==> config.mk <==
export PLATFORM = sky130hd
export DESIGN_NAME = read_seq_fsm_flat
export DESIGN_NICKNAME = d
export VERILOG_FILES = /design/src/rtl/read_seq_fsm_pkg.sv /design/src/rtl/read_seq_fsm_if.sv /design/src/rtl/read_seq_fsm_msg_rom.sv /design/src/rtl/read_seq_fsm.sv /design/src/flat_wrapper.sv
export SDC_FILE = /design/constraint.sdc
export NUM_CORES = 1
export LEC_CHECK = 0
export CAP_MARGIN = 15
export CORE_ASPECT_RATIO = 1.5
export CORE_MARGIN = 4
export CORE_UTILIZATION = 50
export CTS_CLUSTER_DIAMETER = 100
export DETAILED_ROUTE_END_ITERATION = 8
export PLACE_DENSITY = 0.7
export SYNTH_ARGS = -nofsm -noshare
export SYNTH_HDL_FRONTEND = slang
export SYNTH_SLANG_ARGS = --single-unit
==> constraint.sdc <==
create_clock -name clk -period 2.14 [get_ports clk]
set_clock_uncertainty 0.2 [all_clocks]
set_input_delay 0.321 -clock clk [delete_from_list [all_inputs] [get_ports clk]]
set_output_delay 0.321 -clock clk [all_outputs]
set_load 0.1 [all_outputs]
==> src/rtl/read_seq_fsm_pkg.sv <==
// Shared types and constants for the read-sequence display FSM.
package read_pkg;

  localparam int unsigned CODE_WIDTH  = 4;
  localparam int unsigned IDX_WIDTH   = 4;
  localparam int unsigned MAX_MSG_LEN = 16;

  typedef enum logic [1:0] {
    ST_IDLE = 2'd0,
    ST_SHOW = 2'd1,
    ST_GAP  = 2'd2,
    ST_DONE = 2'd3
  } state_e;

  // Message character codes, played from index 0 upward; only the first MSG_LEN are used.
  localparam logic [CODE_WIDTH-1:0] MSG_CODE [MAX_MSG_LEN] = '{
    4'h1, 4'h2, 4'h3, 4'h4, 4'h5, 4'h6, 4'h7, 4'h8,
    4'h9, 4'hA, 4'hB, 4'hC, 4'hD, 4'hE, 4'hF, 4'h0
  };

endpackage

==> src/rtl/read_seq_fsm_if.sv <==
// Control/display bundle between the sequencer and its host / 7-segment decoder.
interface read_seq_fsm_if;

  logic                           start;
  logic                           pause;
  logic [read_pkg::CODE_WIDTH-1:0] code_out;
  logic                           blank;
  logic                           busy;
  logic                           done;

  modport master (
    output start, pause,
    input  code_out, blank, busy, done
  );

  modport slave (
    input  start, pause,
    output code_out, blank, busy, done
  );

endinterface

==> src/rtl/read_seq_fsm_msg_rom.sv <==
// Combinational message ROM: character index to 4-bit display code.
module msg_rom
  import read_pkg::*;
#(
  parameter int unsigned MSG_LEN = 8
) (
  input  logic [IDX_WIDTH-1:0]  idx_i,
  output logic [CODE_WIDTH-1:0] code_c_o
);

  // Entries past the message length read as zero.
  always_comb begin
    code_c_o = '0;
    if (32'(idx_i) < MSG_LEN) begin
      code_c_o = MSG_CODE[idx_i];
    end
  end

endmodule

==> src/rtl/read_seq_fsm.sv <==
// Read-sequence FSM: shows MSG_LEN characters for DWELL cycles each, blanked
// for GAP cycles between them. Define READ_SEQ_LOOP_EN to repeat the message
// forever instead of stopping in DONE.
module read_seq_fsm
  import read_pkg::*;
#(
  parameter int unsigned MSG_LEN = 8,
  parameter int unsigned DWELL   = 50000000,
  parameter int unsigned GAP     = 5000000
) (
  input  logic          clk,
  input  logic          reset,
  read_seq_fsm_if.slave bus
);

  localparam int unsigned CNT_MAX = (DWELL > GAP) ? DWELL : GAP;
  localparam int unsigned CNT_W   = $clog2(CNT_MAX + 1);

  localparam logic [CNT_W-1:0]     DWELL_LAST = CNT_W'(DWELL - 1);
  localparam logic [CNT_W-1:0]     GAP_LAST   = CNT_W'(GAP - 1);
  localparam logic [IDX_WIDTH-1:0] IDX_LAST   = IDX_WIDTH'(MSG_LEN - 1);

  state_e                state_q;
  logic [IDX_WIDTH-1:0]  idx_q;
  logic [CNT_W-1:0]      cnt_q;
  logic                  start_q;
  logic                  armed_q;
  logic [CODE_WIDTH-1:0] code_q;
  logic                  blank_q;
  logic                  busy_q;
  logic                  done_q;

  logic                  start_edge_c;
  logic [IDX_WIDTH-1:0]  rom_addr_c;
  logic [CODE_WIDTH-1:0] rom_code_c;

  // Start edge detect; armed_q requires start to be seen low after reset so a
  // level held high across reset release is not taken as an edge.
  // ROM address is the index of the character about to be loaded.
  always_comb begin
    start_edge_c = bus.start & ~start_q & armed_q;
    rom_addr_c   = (start_edge_c || (idx_q == IDX_LAST)) ? '0 : idx_q + IDX_WIDTH'(1);
  end

  msg_rom #(
    .MSG_LEN (MSG_LEN)
  ) u_msg_rom (
    .idx_i    (rom_addr_c),
    .code_c_o (rom_code_c)
  );

  // Sequencer state, counters and registered display outputs.
  always_ff @(posedge clk or posedge reset) begin
    if (reset) begin
      state_q <= ST_IDLE;
      idx_q   <= '0;
      cnt_q   <= '0;
      start_q <= 1'b0;
      armed_q <= 1'b0;
      code_q  <= '0;
      blank_q <= 1'b1;
      busy_q  <= 1'b0;
      done_q  <= 1'b0;
    end else begin
      start_q <= bus.start;
      armed_q <= armed_q | ~bus.start;

      if (start_edge_c) begin
        state_q <= ST_SHOW;
        idx_q   <= '0;
        cnt_q   <= '0;
        code_q  <= rom_code_c;
        blank_q <= 1'b0;
        busy_q  <= 1'b1;
        done_q  <= 1'b0;
      end else begin
        unique case (state_q)
          ST_SHOW: begin
            if (!bus.pause) begin
              if (cnt_q == DWELL_LAST) begin
                state_q <= ST_GAP;
                cnt_q   <= '0;
                blank_q <= 1'b1;
              end else begin
                cnt_q <= cnt_q + CNT_W'(1);
              end
            end
          end
          ST_GAP: begin
            if (!bus.pause) begin
              if (cnt_q == GAP_LAST) begin
                cnt_q <= '0;
                if (idx_q != IDX_LAST) begin
                  state_q <= ST_SHOW;
                  idx_q   <= idx_q + IDX_WIDTH'(1);
                  code_q  <= rom_code_c;
                  blank_q <= 1'b0;
                end else begin
`ifdef READ_SEQ_LOOP_EN
                  state_q <= ST_SHOW;
                  idx_q   <= '0;
                  code_q  <= rom_code_c;
                  blank_q <= 1'b0;
`else
                  state_q <= ST_DONE;
                  busy_q  <= 1'b0;
                  done_q  <= 1'b1;
`endif
                end
              end else begin
                cnt_q <= cnt_q + CNT_W'(1);
              end
            end
          end
          default: begin
            // IDLE and DONE only leave on a start edge.
          end
        endcase
      end
    end
  end

  assign bus.code_out = code_q;
  assign bus.blank    = blank_q;
  assign bus.busy     = busy_q;
  assign bus.done     = done_q;

endmodule

==> src/flat_wrapper.sv <==
// flat-port wrapper written by rule: the top's interface ports become plain ports
module read_seq_fsm_flat import read_pkg::*;
#(
  parameter int unsigned MSG_LEN = 8,
  parameter int unsigned DWELL   = 50000000,
  parameter int unsigned GAP     = 5000000
)
  (clk, reset, bus_start, bus_pause, bus_code_out, bus_blank, bus_busy, bus_done);
  read_seq_fsm_if bus_i ();
  input  logic clk;
  input  logic reset;
  input wire logic [$bits(bus_i.start)-1:0] bus_start;
  input wire logic [$bits(bus_i.pause)-1:0] bus_pause;
  output wire logic [$bits(bus_i.code_out)-1:0] bus_code_out;
  output wire logic [$bits(bus_i.blank)-1:0] bus_blank;
  output wire logic [$bits(bus_i.busy)-1:0] bus_busy;
  output wire logic [$bits(bus_i.done)-1:0] bus_done;
  assign bus_i.start = bus_start;
  assign bus_i.pause = bus_pause;
  assign bus_code_out = bus_i.code_out;
  assign bus_blank = bus_i.blank;
  assign bus_busy = bus_i.busy;
  assign bus_done = bus_i.done;
  read_seq_fsm #(.MSG_LEN(MSG_LEN), .DWELL(DWELL), .GAP(GAP)) u_core (.clk(clk), .reset(reset), .bus(bus_i));
endmodule
======== Yosys cells after proc, flatten, opt, wreduce, memory -nomap -nowiden ========
Memory sizes are Yosys's and may differ from the RTL's.
Index checks and enable logic that the tools add are counted.
operators by class
  eq/ne operators ......................... 13
  add/subtract/negate cells ............... 2
  reduce and logical (&&, ||, !) cells .... 10
  bitwise operators ....................... 6
  multiplexer cells ....................... 44
  order comparisons ....................... 2
operator list
  cell                                                                     count
  26-bit two-way mux                                                       5
  4-bit two-way mux                                                        14
  26-bit one-hot mux with 2 select lines                                   1
  26-bit by 1-bit adder with 26-bit output, second input constant          1
  26-bit by 23-bit == test with 1-bit output, second input constant        1
  26-bit == test, second input constant                                    1
  1-bit two-way mux                                                        16
  2-bit two-way mux                                                        6
  3-bit by 1-bit inequality test with 1-bit output, second input constant  3
  4-bit AND reduction                                                      2
  3-bit by 2-bit inequality test with 1-bit output, second input constant  2
  6-bit AND reduction                                                      1
  2-bit nonzero test                                                       3
  5-bit >= comparator, second input constant                               1
  4-bit inverter with 5-bit output                                         1
  5-bit AND reduction                                                      1
  4-bit by 1-bit adder with 4-bit output, second input constant            1
  4-bit by 3-bit == test with 1-bit output, second input constant          1
  4-bit less-than comparator, second input constant                        1
  2-bit by 1-bit inequality test with 1-bit output, second input constant  2
  4-bit by 3-bit inequality test with 1-bit output, second input constant  1
  2-bit one-hot mux with 2 select lines                                    1
  3-bit AND reduction                                                      1
  3-bit nonzero test                                                       1
  other kinds (7)                                                          9
word-level totals
  memories kept ........................... 1
  flip-flop bits (word level) ............. 41
  word-level logic and storage cells ...... 87
  output and inout bits ................... 7
  bits in read-only memories .............. 64
memories
  memory            depth  bits a word  read ports  clocked after memory_dff  write ports  RTL line                    RTL
  (name not given)  16     4            1           0                         0            read_seq_fsm_msg_rom.sv:15  code_c_o = MSG_CODE[idx_i];

======== Longest topological paths before layout ========
Gate-level depths: netlist of the first run.
  depth in word-level cells ............... 15
  mapped depth ............................ 9
  depth with buffers taken out ............ 8

======== Modules after synthesis ========
A second synthesis of the first run with hierarchy kept.
second synthesis, totals
  cell total of the unflattened synthesis .. 238
  area, all modules ....................... 2234.6 um^2
by module, submodules not included
  module        cells an instance  area each (um^2)  seq. area each (um^2)  times used
  read_seq_fsm  230                2180.8            1027.2                 1
  msg_rom       8                  53.8              0.0                    1

======== Least setup slack after synthesis of the first run ========
Ideal clock, no wire load.
  path kind ............................... reg2reg
  start point ............................. register u_core.cnt_q[0]
  end point ............................... register u_core.cnt_q[20]
  required time ........................... 1.810 ns
  buffers on the path ..................... 3
  stages on the path, launching flop included .. 10
  clock period less this slack ............ 2.223 ns
  arrival time ............................ 1.893 ns
  library setup time ...................... 0.130 ns
  path slack .............................. -0.083 ns
  path through ............................ dfrtp_1 -> ha_1 -> and3_1 -> buf_4 -> nand4_2 -> o32a_1 -> buf_4 -> buf_6 -> a22oi_1 -> o41ai_1
between the ends
  cells in the longest elaborated chain, start to end .. 5
  elaborated cells on any way between the ends .. 9
  those cells by class .................... add/sub: 1; eq/ne: 2; mux: 6
RTL lines
  item                                                                    RTL line                                 RTL
  from (decl)                                                             read_seq_fsm.sv:25                       logic [CNT_W-1:0] cnt_q;
  from (signal assigned)                                                  read_seq_fsm.sv:85                       cnt_q <= cnt_q + CNT_W'(1);
  from (signal assigned)                                                  read_seq_fsm.sv:111                      cnt_q <= cnt_q + CNT_W'(1);
  26-bit by 1-bit adder with 26-bit output, or another cell as far along  read_seq_fsm.sv:85, read_seq_fsm.sv:111
  26-bit two-way mux, on equally long branches                            read_seq_fsm.sv:91, read_seq_fsm.sv:80
  26-bit two-way mux, on equally long branches                            read_seq_fsm.sv:90, read_seq_fsm.sv:79
  26-bit one-hot mux with 2 select lines (*)                              read_seq_fsm.sv:77                       unique case (state_q)
  26-bit two-way mux (*)                                                  read_seq_fsm.sv:68                       if (start_edge_c) begin
Mark *: on every way between the ends. The rest lies on a longest branch, timed or not. The select of a mux whose other input is x is not followed.
A chain may end at the register's enable or synchronous reset.

======== Worst setup path after layout of the first run ========
  start point ............................. register u_core.cnt_q[20]
  end point ............................... register u_core.cnt_q[7]
between the ends
  cells in the longest elaborated chain, start to end .. 5
  elaborated cells on any way between the ends .. 8
  those cells by class .................... eq/ne: 2; mux: 6
RTL lines
  item                                                                                 RTL line
  26-bit by 23-bit == test with 1-bit output / 26-bit == test (equally long branches)  read_seq_fsm.sv:91, read_seq_fsm.sv:80
  26-bit two-way mux, on equally long branches                                         read_seq_fsm.sv:91, read_seq_fsm.sv:80
  26-bit two-way mux, on equally long branches                                         read_seq_fsm.sv:90, read_seq_fsm.sv:79
  26-bit one-hot mux with 2 select lines (*)                                           read_seq_fsm.sv:77
  26-bit two-way mux (*)                                                               read_seq_fsm.sv:68
Marks and branches as above.

==> run summary, run 1 <==
fin nets: 348
Arr. time, crit path: 2.18 ns
Routed WL per cell: 17.0 um
post-synth top area cell: dfrtp_1
Die Span Y: 95.2 um
Power Density: 806 nW/um2
failing checks: negative setup slack
Mapped Avg Cell Area: 9.08 um2
Vias: 2419
reg-to-reg endpoint: u_core.cnt_q[7]
Clock Path Buffers: 2
overall routing resource usage: 22.4%
# diodes: 0
Routability Congestion: 0.835
crit-path max FO: 5
Ports: 11
hpwl dp: 4750 um
post-route total power: 0.00278 W
Hold-fix buffers, CTS: 0
total clock sinks: 41
first-pass GRT wire length: 11100 um
ys async rst share: 100%
sequential share of the synthesized area: 40.5%
Setup CP Type: register to register
CTS buffer count: 5
Layout fillers: 377
starting density of the core: 51.8%
Initial DRC Count: 134
Netlist cell types: 56
initial antenna violation count: 0
syn_nets: 289
area of the core: 4890 um2
CTS tree: built
worst-case headroom to the max-slew limit: 74.4%
Synth Register Bits: 41
Worst Setup SP: u_core.cnt_q[20]
post-route setup slack: -0.0634 ns
Peak Freq: 454 MHz
final hold vios: 0
RSZ-0062 raised after global routing: yes
Ys Warns: 0
worst vdd ir: 0.569 mV
Synth Cell Area: 2530 um2
crit path time final: 2.20 ns
Max Slew Vio Count: 0
# port buffers: 10
Synth area leaders: dfrtp_1 (40%), nand3_1 (5.3%), nand2_1 (5.2%), nand4_1 (4.7%), ha_1 (3.0%)
CP Data Required Time: 2.11 ns
Reg clk slew, reported paths: 0.08 ns
routed wire length: 6890 um
final setup violation count: 9
largest net degree at the start of global routing: 42
top-area cell type share of the netlist area: 39.5%
max-cap viol count: 0
ys flop type: dfrtp_1
CP endpoint: u_core.cnt_q[7]
row count: 31
fin crit share: 103%
Hold Crit Class: input pin to async pin
status: finished, violations left
Pre-antenna DRT Iters: 4
Slew @ Worst Pin: 0.384 ns
via density per instance: 5.97
Leakage: 1.51 nW
Die ar.: 6290 um2
r2r setup slk: -0.06 ns
EDFF count, synth: 0
type of destination of the critical path: register
area delta synth->final: 36.1%
Mapped Cells: 279
final core utilization: 70.6%
DR DRC count: 0
root buf cell: clkbuf_8
number of global-route vias before repair: 2325
worst skew pair latency: 0.30 ns
R2R cell count: 7
ANT nets after route: 0
grt total ovfl: 0
layout cells sized above 1: 33.6%
worst r2r src: u_core.cnt_q[20]
H-Tree Level Count: 2
Startpoint Class: register
chip width: 66.1 um
-- logic make-up (layout without fill, tap and decap cells) --
family,count (synthesis),after routing,synth area share (%)
AND/OR/NAND/NOR,148,148,35.8
AO/OA/AOI/OAI,43,43,11.2
flip-flops,41,41,40.5
buffers and inverters,30,90,5.23
multiplexers,7,7,2.96
adder cells (fa/ha/maj),6,6,2.96
XOR/XNOR,4,4,1.38
-- cells in the final DEF, fill, tap and decap left out, types with 3 or more instances in the layout --
| cell | n |
|---|---|
| buf_4 | 55 |
| dfrtp_1 | 39 |
| nand2_1 | 33 |
| nand3_1 | 27 |
| nand4_1 | 19 |
| inv_1 | 14 |
| nor2_1 | 11 |
| or4_1 | 8 |
| and3_1 | 7 |
| a31oi_4 | 7 |
| nor3_1 | 5 |
| ha_1 | 5 |
| clkbuf_8 | 5 |
| and4_1 | 4 |
| o22ai_2 | 4 |
| o21ai_0 | 4 |
| mux2_4 | 4 |
| buf_6 | 4 |
| nor4_4 | 3 |
| o21ai_1 | 3 |
| nand3b_1 | 3 |
| and4bb_2 | 3 |
| or3_1 | 3 |
| o22ai_1 | 3 |
| nand2b_1 | 3 |
| a31oi_1 | 3 |
| a21oi_1 | 3 |
| mux2i_1 | 3 |
| clkdlybuf4s50_1 | 3 |
| buf_12 | 3 |
-- worst max-delay path, stage by stage, from the launching register on --
cell     delay (ns)
dfrtp_1        0.41
nor4b_2        0.30
buf_4          0.17
nand4_4        0.13
o32a_4         0.45
buf_8          0.17
a31oi_4        0.15
o22ai_1        0.10
-- power by group --
| part | internal [W] | switching [W] | leakage (nW) |
|---|---|---|---|
| sequential | 0.000863 | 0.0000691 | 0.540 |
| combinational | 0.000549 | 0.000797 | 0.922 |
| clock | 0.000226 | 0.000276 | 0.0450 |
-- flip-flops by register name, summed over array words and instances (netlist names) --
name and flops:
u_core.start_q 1, u_core.bus.busy 1, u_core.idx_q 4, u_core.armed_q 1, u_core.bus.code_out 4, u_core.bus.done 1, u_core.state_q 2, u_core.cnt_q 26
u_core.bus.blank 1
-- area by class of cell --
type	count	area [um2]	area share, %
Tap cell	66	82.6	2.39
Clock inverter	2	10.0	0.290
Clock buffer	6	72.6	2.10
Inverter	14	52.6	1.52
Timing Repair Buffer	68	583	16.9
Multi-Input combinational cell	208	1620	47.0
Sequential cell	41	1030	29.8
-- per-layer routing --
layer | track usage (%) | part of all wire, % | up-vias
met3 | 3.07 | 3.7 | 11
met1 | 27.5 | 40 | 1179
li1 | - | - | 1170
met2 | 39.6 | 55 | 59
met4 | 7.46 | 1.4 | 0
met5 | 0 | 0 | -
-- through the flow --
step	cells	setup TNS, ns	hold slack, ns	area (um2)	worst slack (ns)
6_report	405	-0.286	0.180	3450	-0.0634
5_1_grt	405	-2.43	0.205	3450	-0.154
2_1_floorplan	279	0	0.152	2550	0.0197
3_3_place_gp	392	-0.501	0.271	3070	-0.0573
4_1_cts	400	-0.00442	0.194	3150	-0.00442
3_5_place_dp	392	-0.636	0.272	3070	-0.0823
-- timing repair --
action	4_1_cts	5_1_grt
cloned	0	2
setup buffers	0	3
endpoints found under the hold margin	0	0
endpoints found under the setup margin	2	29
resized for setup	0	45
pin swaps	1	21
-- worst min path at each step --
| stage | slack [ns] | to | startpoint |
|---|---|---|---|
| 2_1_floorplan | 0.15 | u_core.start_q | bus_start |
| 3_3_place_gp | 0.27 | u_core.bus.busy | u_core.bus.busy |
| 3_5_place_dp | 0.27 | u_core.armed_q | u_core.armed_q |
| 4_1_cts | 0.19 | u_core.bus.code_out[3] | reset |
| 5_1_grt | 0.20 | u_core.bus.code_out[3] | reset |
| 6_report | 0.18 | u_core.bus.code_out[3] | reset |
-- synth_stat cells, types with 2 or more instances --
master    number
nand2_1       35
or4_1          8
o311ai_1       2
nand3_1       27
buf_4          2
o21ai_1        2
dfrtp_1       40
o22ai_1        7
nor4_4         2
mux2i_1        3
nor2b_1        2
nand3b_1       3
nor4_1         2
or3_1          3
ha_1           6
and2_1         2
xnor2_1        2
o21ai_0        7
and3_1         7
nor2_1        12
and4_1         4
a31oi_1       10
buf_2          4
o31ai_1        2
mux2_1         4
nor3_1         5
nand2b_1       3
a21oi_1        4
inv_1         14
nand4_1       19
xor2_1         2
clkbuf_1       8
and4bb_2       3
No activity file was read; power rests on OpenSTA's default activity.
==> run 2, diff against run 1 <==
- CORE_UTILIZATION: 50 -> 52
- PLACE_DENSITY: 0.7 -> 0.73
==> run 2 against run 1 <==
Effect of this change: the flow still finishes with violations (negative setup slack); utilization up 2.6 points; sequential share of layout area is 0.57 points higher; first-iteration DRC count grew 16%; cell count unchanged; worst setup slack worse by 0.039 ns; critical path depth did not move; non-clock buffer count increased by 2; sequential power is 1% higher; design area shrank 2.0%; die area down 3.5%; combinational power fell by 4%; via count rose by 2.8%; critical endpoint is now u_core.cnt_q[19]; highest routed layer unchanged.
==> run summary, run 2 (synthesized netlist as in run 1, its figures left out) <==
Peak Freq: 446 MHz (was 454 MHz)
DR DRC count: 0 (unchanged)
RSZ-0062 raised after global routing: yes (unchanged)
first-pass GRT wire length: 11400 um (was 11100 um)
final core utilization: 73.2% (was 70.6%)
part of the power in registers: 31.6% (was 33.5%)
non-filler cells, final: 405 (unchanged)
clock power share: 25.0% (was 18.1%)
Slew @ Worst Pin: 0.354 ns (was 0.384 ns)
dpl cells: 389 (was 392)
layout cells sized above 1: 32.6% (was 33.6%)
crit path time final: 2.24 ns (was 2.20 ns)
Initial DRC Count: 155 (was 134)
Setup CP Type: register to register (unchanged)
Routability Congestion: 0.842 (was 0.835)
largest net degree at the start of global routing: 42 (unchanged)
worst hold slack: 0.180 ns (about the same)
via density per instance: 6.14 (was 5.97)
Ports: 11 (unchanged)
Largest Register: u_core.cnt_q (unchanged)
area of the core: 4620 um2 (was 4890 um2)
most frequent cells in the layout: buf_4 (56), dfrtp_1 (40), nand2_1 (33) (was buf_4 (55), dfrtp_1 (39), nand2_1 (33))
CP top delay family: compound AO/OA/AOI/OAI gates (unchanged)
Vias: 2487 (was 2419)
# diodes: 0 (unchanged)
Power Density: 882 nW/um2 (was 806 nW/um2)
CP max stage delay: 0.42 ns (was 0.45 ns)
total clock sinks: 41 (unchanged)
Internal: 0.00185 W (was 0.00164 W)
post-route setup slack: -0.102 ns (was -0.0634 ns)
worst vdd ir: 0.587 mV (was 0.569 mV)
grt total ovfl: 0 (unchanged)
Clock Path Buffers: 2 (unchanged)
worst skew pair latency: 0.30 ns (about the same)
fin crit share: 105% (was 103%)
overall routing resource usage: 24.3% (was 22.4%)
CTS tree: built (unchanged)
type of destination of the critical path: register (unchanged)
number of global-route vias before repair: 2391 (was 2325)
dpl ws: -0.175 ns (was -0.0823 ns)
CP most frequent cell: buf_4
Hold Crit Class: input pin to async pin (unchanged)
Routed WL per cell: 17.8 um (was 17.0 um)
Comb pwr share: 43.4% (was 48.4%)
status: finished, violations left (unchanged)
Pre-antenna DRT Iters: 4 (unchanged)
hpwl dp: 4780 um (was 4750 um)
Startpoint Class: register (unchanged)
starting density of the core: 54.9% (was 51.8%)
chip width: 65.0 um (was 66.1 um)
failing checks: negative setup slack (unchanged)
Arr. time, crit path: 2.22 ns (was 2.18 ns)
root buf cell: clkbuf_8 (unchanged)
Reg clk slew, reported paths: 0.09 ns (was 0.08 ns)
routed wire length: 7210 um (was 6890 um)
fin nets: 350 (was 348)
Leakage: 1.49 nW (was 1.51 nW)
worst-case headroom to the max-slew limit: 76.2% (was 74.4%)
Net Switching: 0.00113 W (was 0.00114 W)
crit-path max FO: 5 (unchanged)
area delta synth->final: 33.4% (was 36.1%)
Max Slew Vio Count: 0 (unchanged)
Die ar.: 6080 um2 (was 6290 um2)
Die Span Y: 93.5 um (was 95.2 um)
CTS buffer count: 5 (unchanged)
row count: 30 (was 31)
# port buffers: 10 (unchanged)
final hold vios: 0 (unchanged)
CP Data Required Time: 2.12 ns (was 2.11 ns)
max FFs per register: 26 (unchanged)
Buf/Inv on CP: 2 (unchanged)
H-Tree Level Count: 2 (unchanged)
final setup violation count: 22 (was 9)
Layout fillers: 345 (was 377)
initial antenna violation count: 0 (unchanged)
Sum Neg Setup Slack: -0.893 ns (was -0.286 ns)
CP max stage cell: dfrtp_1 (was o32a_4)
crit path cell chain: nor4b_4 -> buf_4 -> nand4_4 -> o32a_1 -> buf_4 -> a31oi_4 -> o22ai_1 (was nor4b_2 -> buf_4 -> nand4_4 -> o32a_4 -> buf_8 -> a31oi_4 -> o22ai_1)
switch share: 38.0% (was 41.1%)
ANT nets after route: 0 (unchanged)
max-cap viol count: 0 (unchanged)
most common cell after layout, fill and taps aside: buf_4 (unchanged)
## run 2: changes by cell type in the layout (fill, tap and decap cells not counted), sizes merged
cell | before | now
buf | 65 | 67
bufinv | 0 | 2
clkbuf | 6 | 5
clkinv | 2 | 1
## run 2: what timing repair did
| item | CTS | global route |
|---|---|---|
| hold endpoints to repair | 0 | 0 |
| pin swaps | 2 | 12 |
| cloned | 1 | 3 |
| setup endpoints to repair | 11 | 37 |
| gates resized for setup | 9 | 27 |
| hold buffers | 0 | 0 |
| setup buffers | 0 | 4 |
## run 2: worst min-delay path: cells and delay by family
kind | cells | cell delay (ns)
buffers and inverters | 3 | 0.74
## run 2: path summary, 6_finish.rpt
| kind | startpoint | end | slack (ns) | cells after the start |
|---|---|---|---|---|
| worst max-delay path | u_core.cnt_q[20] | u_core.cnt_q[19] | -0.10 | 7 |
| worst min-delay path | reset | u_core.start_q | 0.18 | 3 |
| worst max register to register | u_core.cnt_q[20] | u_core.cnt_q[19] | -0.10 | 7 |
| worst min register to register | u_core.bus.busy | u_core.bus.busy | 0.29 | 1 |
| max in group asynchronous | reset | u_core.bus.blank | 1.29 | 3 |
| min in group clk | u_core.bus.busy | u_core.bus.busy | 0.29 | 1 |
## run 2: final cells by class
class / count / area [um2] / share of cell area (%)
tap: 64 / 80.1 / 2.37
multi-input combinational: 208 / 1510 / 44.6
inverter: 14 / 52.6 / 1.55
timing repair buffer: 70 / 579 / 17.1
clock buffer: 5 / 68.8 / 2.04
clock inverter: 3 / 65.1 / 1.93
sequential: 41 / 1030 / 30.4
## run 2: metal layers
layer / GRT usage, % / vias to the layer above / share of wire (%)
li1: - / 1169 / -
met1: 27.5 / 1209 / 38
met2: 43.3 / 84 / 54
met3: 3.73 / 25 / 3.8
met4: 12.2 / 0 / 4.1
met5: 0 / - / 0
## run 2: power groups by stage
| stage | combinational (W) | sequential (W) | clock [W] |
|---|---|---|---|
| floorplan | 0.000506 | 0.00108 | 0 |
| global placement | 0.00106 | 0.000945 | 0 |
| detailed placement | 0.00109 | 0.000950 | 0 |
| CTS | 0.00115 | 0.000937 | 0.000762 |
| global route | 0.00140 | 0.000951 | 0.000801 |
| finish | 0.00130 | 0.000941 | 0.000745 |
## run 2: per-stage QoR
step           power [W]  cell area [um2]
5_1_grt          0.00315             3380
4_1_cts          0.00285             3230
6_report         0.00298             3380
3_3_place_gp     0.00201             3050
3_5_place_dp     0.00204             3050
2_1_floorplan    0.00158             2550
==> run 3, diff against run 2 <==
- ABC_AREA: not set -> 1
- CAP_MARGIN: 15 -> 25
==> run 3 against run 2 <==
Effect of this change: the run now ends clean; critical path depth is 1 higher; synthesized cell count is 44% higher; clock-buffer cell count is 1 higher; cell count is 23% higher; first-iteration DRC count is 1.9% higher; register-to-register slack better by 0.27 ns; worst hold slack worse by 0.022 ns; sequential power is 7% higher; synthesized area is 9.1% higher; flip-flop and latch count stayed put; global-route usage is 1.7 points lower.
==> run summary, run 3 <==
status: complete, no violations (was finished, violations left)
ANT nets after route: 0 (unchanged)
Hold Crit Class: input pin to async pin (unchanged)
post-synth top area cell: dfrtp_1 (unchanged)
syn_nets: 411 (was 289)
max-cap viol count: 0 (unchanged)
Synth Cell Area: 2760 um2 (was 2530 um2)
Setup CP Type: register to register (unchanged)
fin crit share: 92.1% (was 105%)
ys flop type: dfrtp_1 (unchanged)
sequential share of the synthesized area: 37.2% (was 40.5%)
Die ar.: 6570 um2 (was 6080 um2)
Vias: 2694 (was 2487)
hpwl dp: 5330 um (was 4780 um)
worst r2r src: u_core.cnt_q[7] (was u_core.cnt_q[20])
Leakage: 1.49 nW (about the same)
top-area cell type share of the netlist area: 36.2% (was 39.5%)
Power Density: 937 nW/um2 (was 882 nW/um2)
Mapped Cells: 401 (was 279)
row count: 32 (was 30)
dpl cells: 491 (was 389)
most frequent cells in the layout: nand2_1 (112), nor2_1 (55), inv_1 (43) (was buf_4 (56), dfrtp_1 (40), nand2_1 (33))
non-filler cells, final: 499 (was 405)
total clock sinks: 41 (unchanged)
first-pass GRT wire length: 11600 um (was 11400 um)
Worst Setup SP: u_core.cnt_q[7] (was u_core.cnt_q[20])
EDFF count, synth: 0 (unchanged)
Routability Congestion: 0.945 (was 0.842)
ys async rst share: 100% (unchanged)
Hold-fix buffers, CTS: 0 (unchanged)
CTS tree: built (unchanged)
Pre-antenna DRT Iters: 4 (unchanged)
type of destination of the critical path: register (unchanged)
most common cell after layout, fill and taps aside: nand2_1 (was buf_4)
r2r setup slk: 0.17 ns (was -0.10 ns)
CP Data Required Time: 2.17 ns (was 2.12 ns)
starting density of the core: 53.5% (was 54.9%)
initial antenna violation count: 0 (unchanged)
Ports: 11 (unchanged)
Largest Register: u_core.cnt_q (unchanged)
number of global-route vias before repair: 2640 (was 2391)
routed wire length: 6750 um (was 7210 um)
grt total ovfl: 0 (unchanged)
area delta synth->final: 14.5% (was 33.4%)
via density per instance: 5.40 (was 6.14)
# diodes: 0 (unchanged)
Peak Freq: 507 MHz (was 446 MHz)
# port buffers: 10 (unchanged)
CTS buffer count: 5 (unchanged)
Synth Register Bits: 41 (unchanged)
list of most frequent post-synthesis cells: nand2_1 (112), nor2_1 (57), inv_1 (45) (was dfrtp_1 (40), nand2_1 (35), nand3_1 (27))
Initial DRC Count: 158 (was 155)
area of the core: 5160 um2 (was 4620 um2)
R2R cell count: 8 (was 7)
overall routing resource usage: 22.6% (was 24.3%)
max FFs per register: 26 (unchanged)
RSZ-0062 raised after global routing: no (was yes)
Netlist cell types: 30 (was 56)
Die Span Y: 97.3 um (was 93.5 um)
fin nets: 440 (was 350)
Ys Warns: 0 (unchanged)
final setup violation count: 0 (was 22)
final hold vios: 0 (unchanged)
Reg clk slew, reported paths: 0.08 ns (was 0.09 ns)
layout cells sized above 1: 14.8% (was 32.6%)
worst hold slack: 0.158 ns (was 0.180 ns)
reg-to-reg endpoint: u_core.cnt_q[21] (was u_core.cnt_q[19])
worst vdd ir: 0.815 mV (was 0.587 mV)
root buf cell: clkbuf_8 (unchanged)
Mapped Avg Cell Area: 6.89 um2 (was 9.08 um2)
most common cell in the synthesized netlist: nand2_1 (was dfrtp_1)
largest net degree at the start of global routing: 23 (was 42)
worst skew pair latency: 0.29 ns (was 0.30 ns)
Slew @ Worst Pin: 0.459 ns (was 0.354 ns)
Synth area leaders: dfrtp_1 (36%), nand2_1 (15%), nor2_1 (7.7%), nand3_1 (6.7%), inv_1 (6.1%) (was dfrtp_1 (40%), nand3_1 (5.3%), nand2_1 (5.2%), nand4_1 (4.7%), ha_1 (3.0%))
DR DRC count: 0 (unchanged)
Arr. time, crit path: 2.00 ns (was 2.22 ns)
Max Slew Vio Count: 0 (unchanged)
crit-path max FO: 7 (was 5)
H-Tree Level Count: 2 (unchanged)
Clock Path Buffers: 2 (unchanged)
worst-case headroom to the max-slew limit: 69.1% (was 76.2%)
CP endpoint: u_core.cnt_q[21] (was u_core.cnt_q[19])
Startpoint Class: register (unchanged)
Setup Fix Bufs, Post-CTS: 0 (unchanged)
chip width: 67.5 um (was 65.0 um)
crit path time final: 1.97 ns (was 2.24 ns)
Routed WL per cell: 13.5 um (was 17.8 um)
-- run 3: changes by cell type after synthesis, moves of 8 or more --
cell     before  now
nand2_1      35  112
nor2_1       12   57
inv_1        14   45
a21oi_1       4   27
o21ai_0       7   19
nand3_1      27   37
nand4_1      19   10
a31oi_1      10    2
or4_1         8    0
-- run 3: power breakdown --
group	internal [W]	leakage, nW	switching (W)
clock network	0.000226	0.0450	0.000261
logic	0.000510	0.905	0.000960
registers	0.000904	0.544	0.000103
total	0.00164	1.49	0.00132
-- run 3: worst min path at each step --
stage                    from        endpoint  slack (ns)  depth (start not counted)
2_1_floorplan       bus_start  u_core.start_q        0.15                          0
3_3_place_gp   u_core.armed_q  u_core.armed_q        0.25                          2
3_5_place_dp   u_core.armed_q  u_core.armed_q        0.25                          2
4_1_cts                 reset  u_core.armed_q        0.17                          3
5_1_grt                 reset  u_core.armed_q        0.20                          3
6_report                reset  u_core.armed_q        0.16                          3
-- run 3: layout make-up --
type / instances / area, um2
inverter: 46 / 173
clock buffer: 6 / 72.6
timing repair buffer: 31 / 278
clock inverter: 2 / 10.0
multi-input combinational: 305 / 1520
fill: 466 / 2000
tap: 68 / 85.1
sequential: 41 / 1030
-- run 3: kinds of logic after synthesis --
group                      Yosys count  share of synthesized area, %
and+or+nand+nor                    239                          39.3
adders and majority gates            6                          2.72
buffers and inverters               55                          8.01
AOI/OAI and AO/OA                   56                          11.5
xor gates and xnor gates             4                          1.27
DFF                                 41                          37.2
-- run 3: repair_timing --
item                                    4_1_cts  5_1_grt
endpoints found under the setup margin        0        3
resized for setup                             0        3
endpoints found under the hold margin         0        0
-- run 3: critical path: stages, from the launching register on --
cell and delay, ns:
dfrtp_1 0.46, nand2_1 0.12, nor2_1 0.23, nand3_1 0.18, nor2_1 0.34, nand2_1 0.08, o21ai_0 0.15, inv_1 0.06
nor2_1 0.09
-- run 3: stage by stage --
step                      TNS, ns  total power [W]  utilization, %  setup slack (ns)  cell area (um2)
after floorplan                 0          0.00200               -             0.224             2760
after global placement    -0.0272          0.00248            59.6           -0.0138             3080
after detailed placement   -0.344          0.00250            59.6           -0.0791             3080
after CTS                       0          0.00299            61.2             0.139             3160
after global routing            0          0.00320            61.3          0.000459             3170
final                           0          0.00296            61.3             0.169             3170
-- run 3: layer usage --
metal / routed length, um / vias up / track usage (%)
met5: 0 / - / 0
met4: 242 / 0 / 11.1
met3: 207 / 21 / 3.94
met2: 3650 / 68 / 39.2
met1: 2650 / 1257 / 25.4
li1: - / 1348 / -
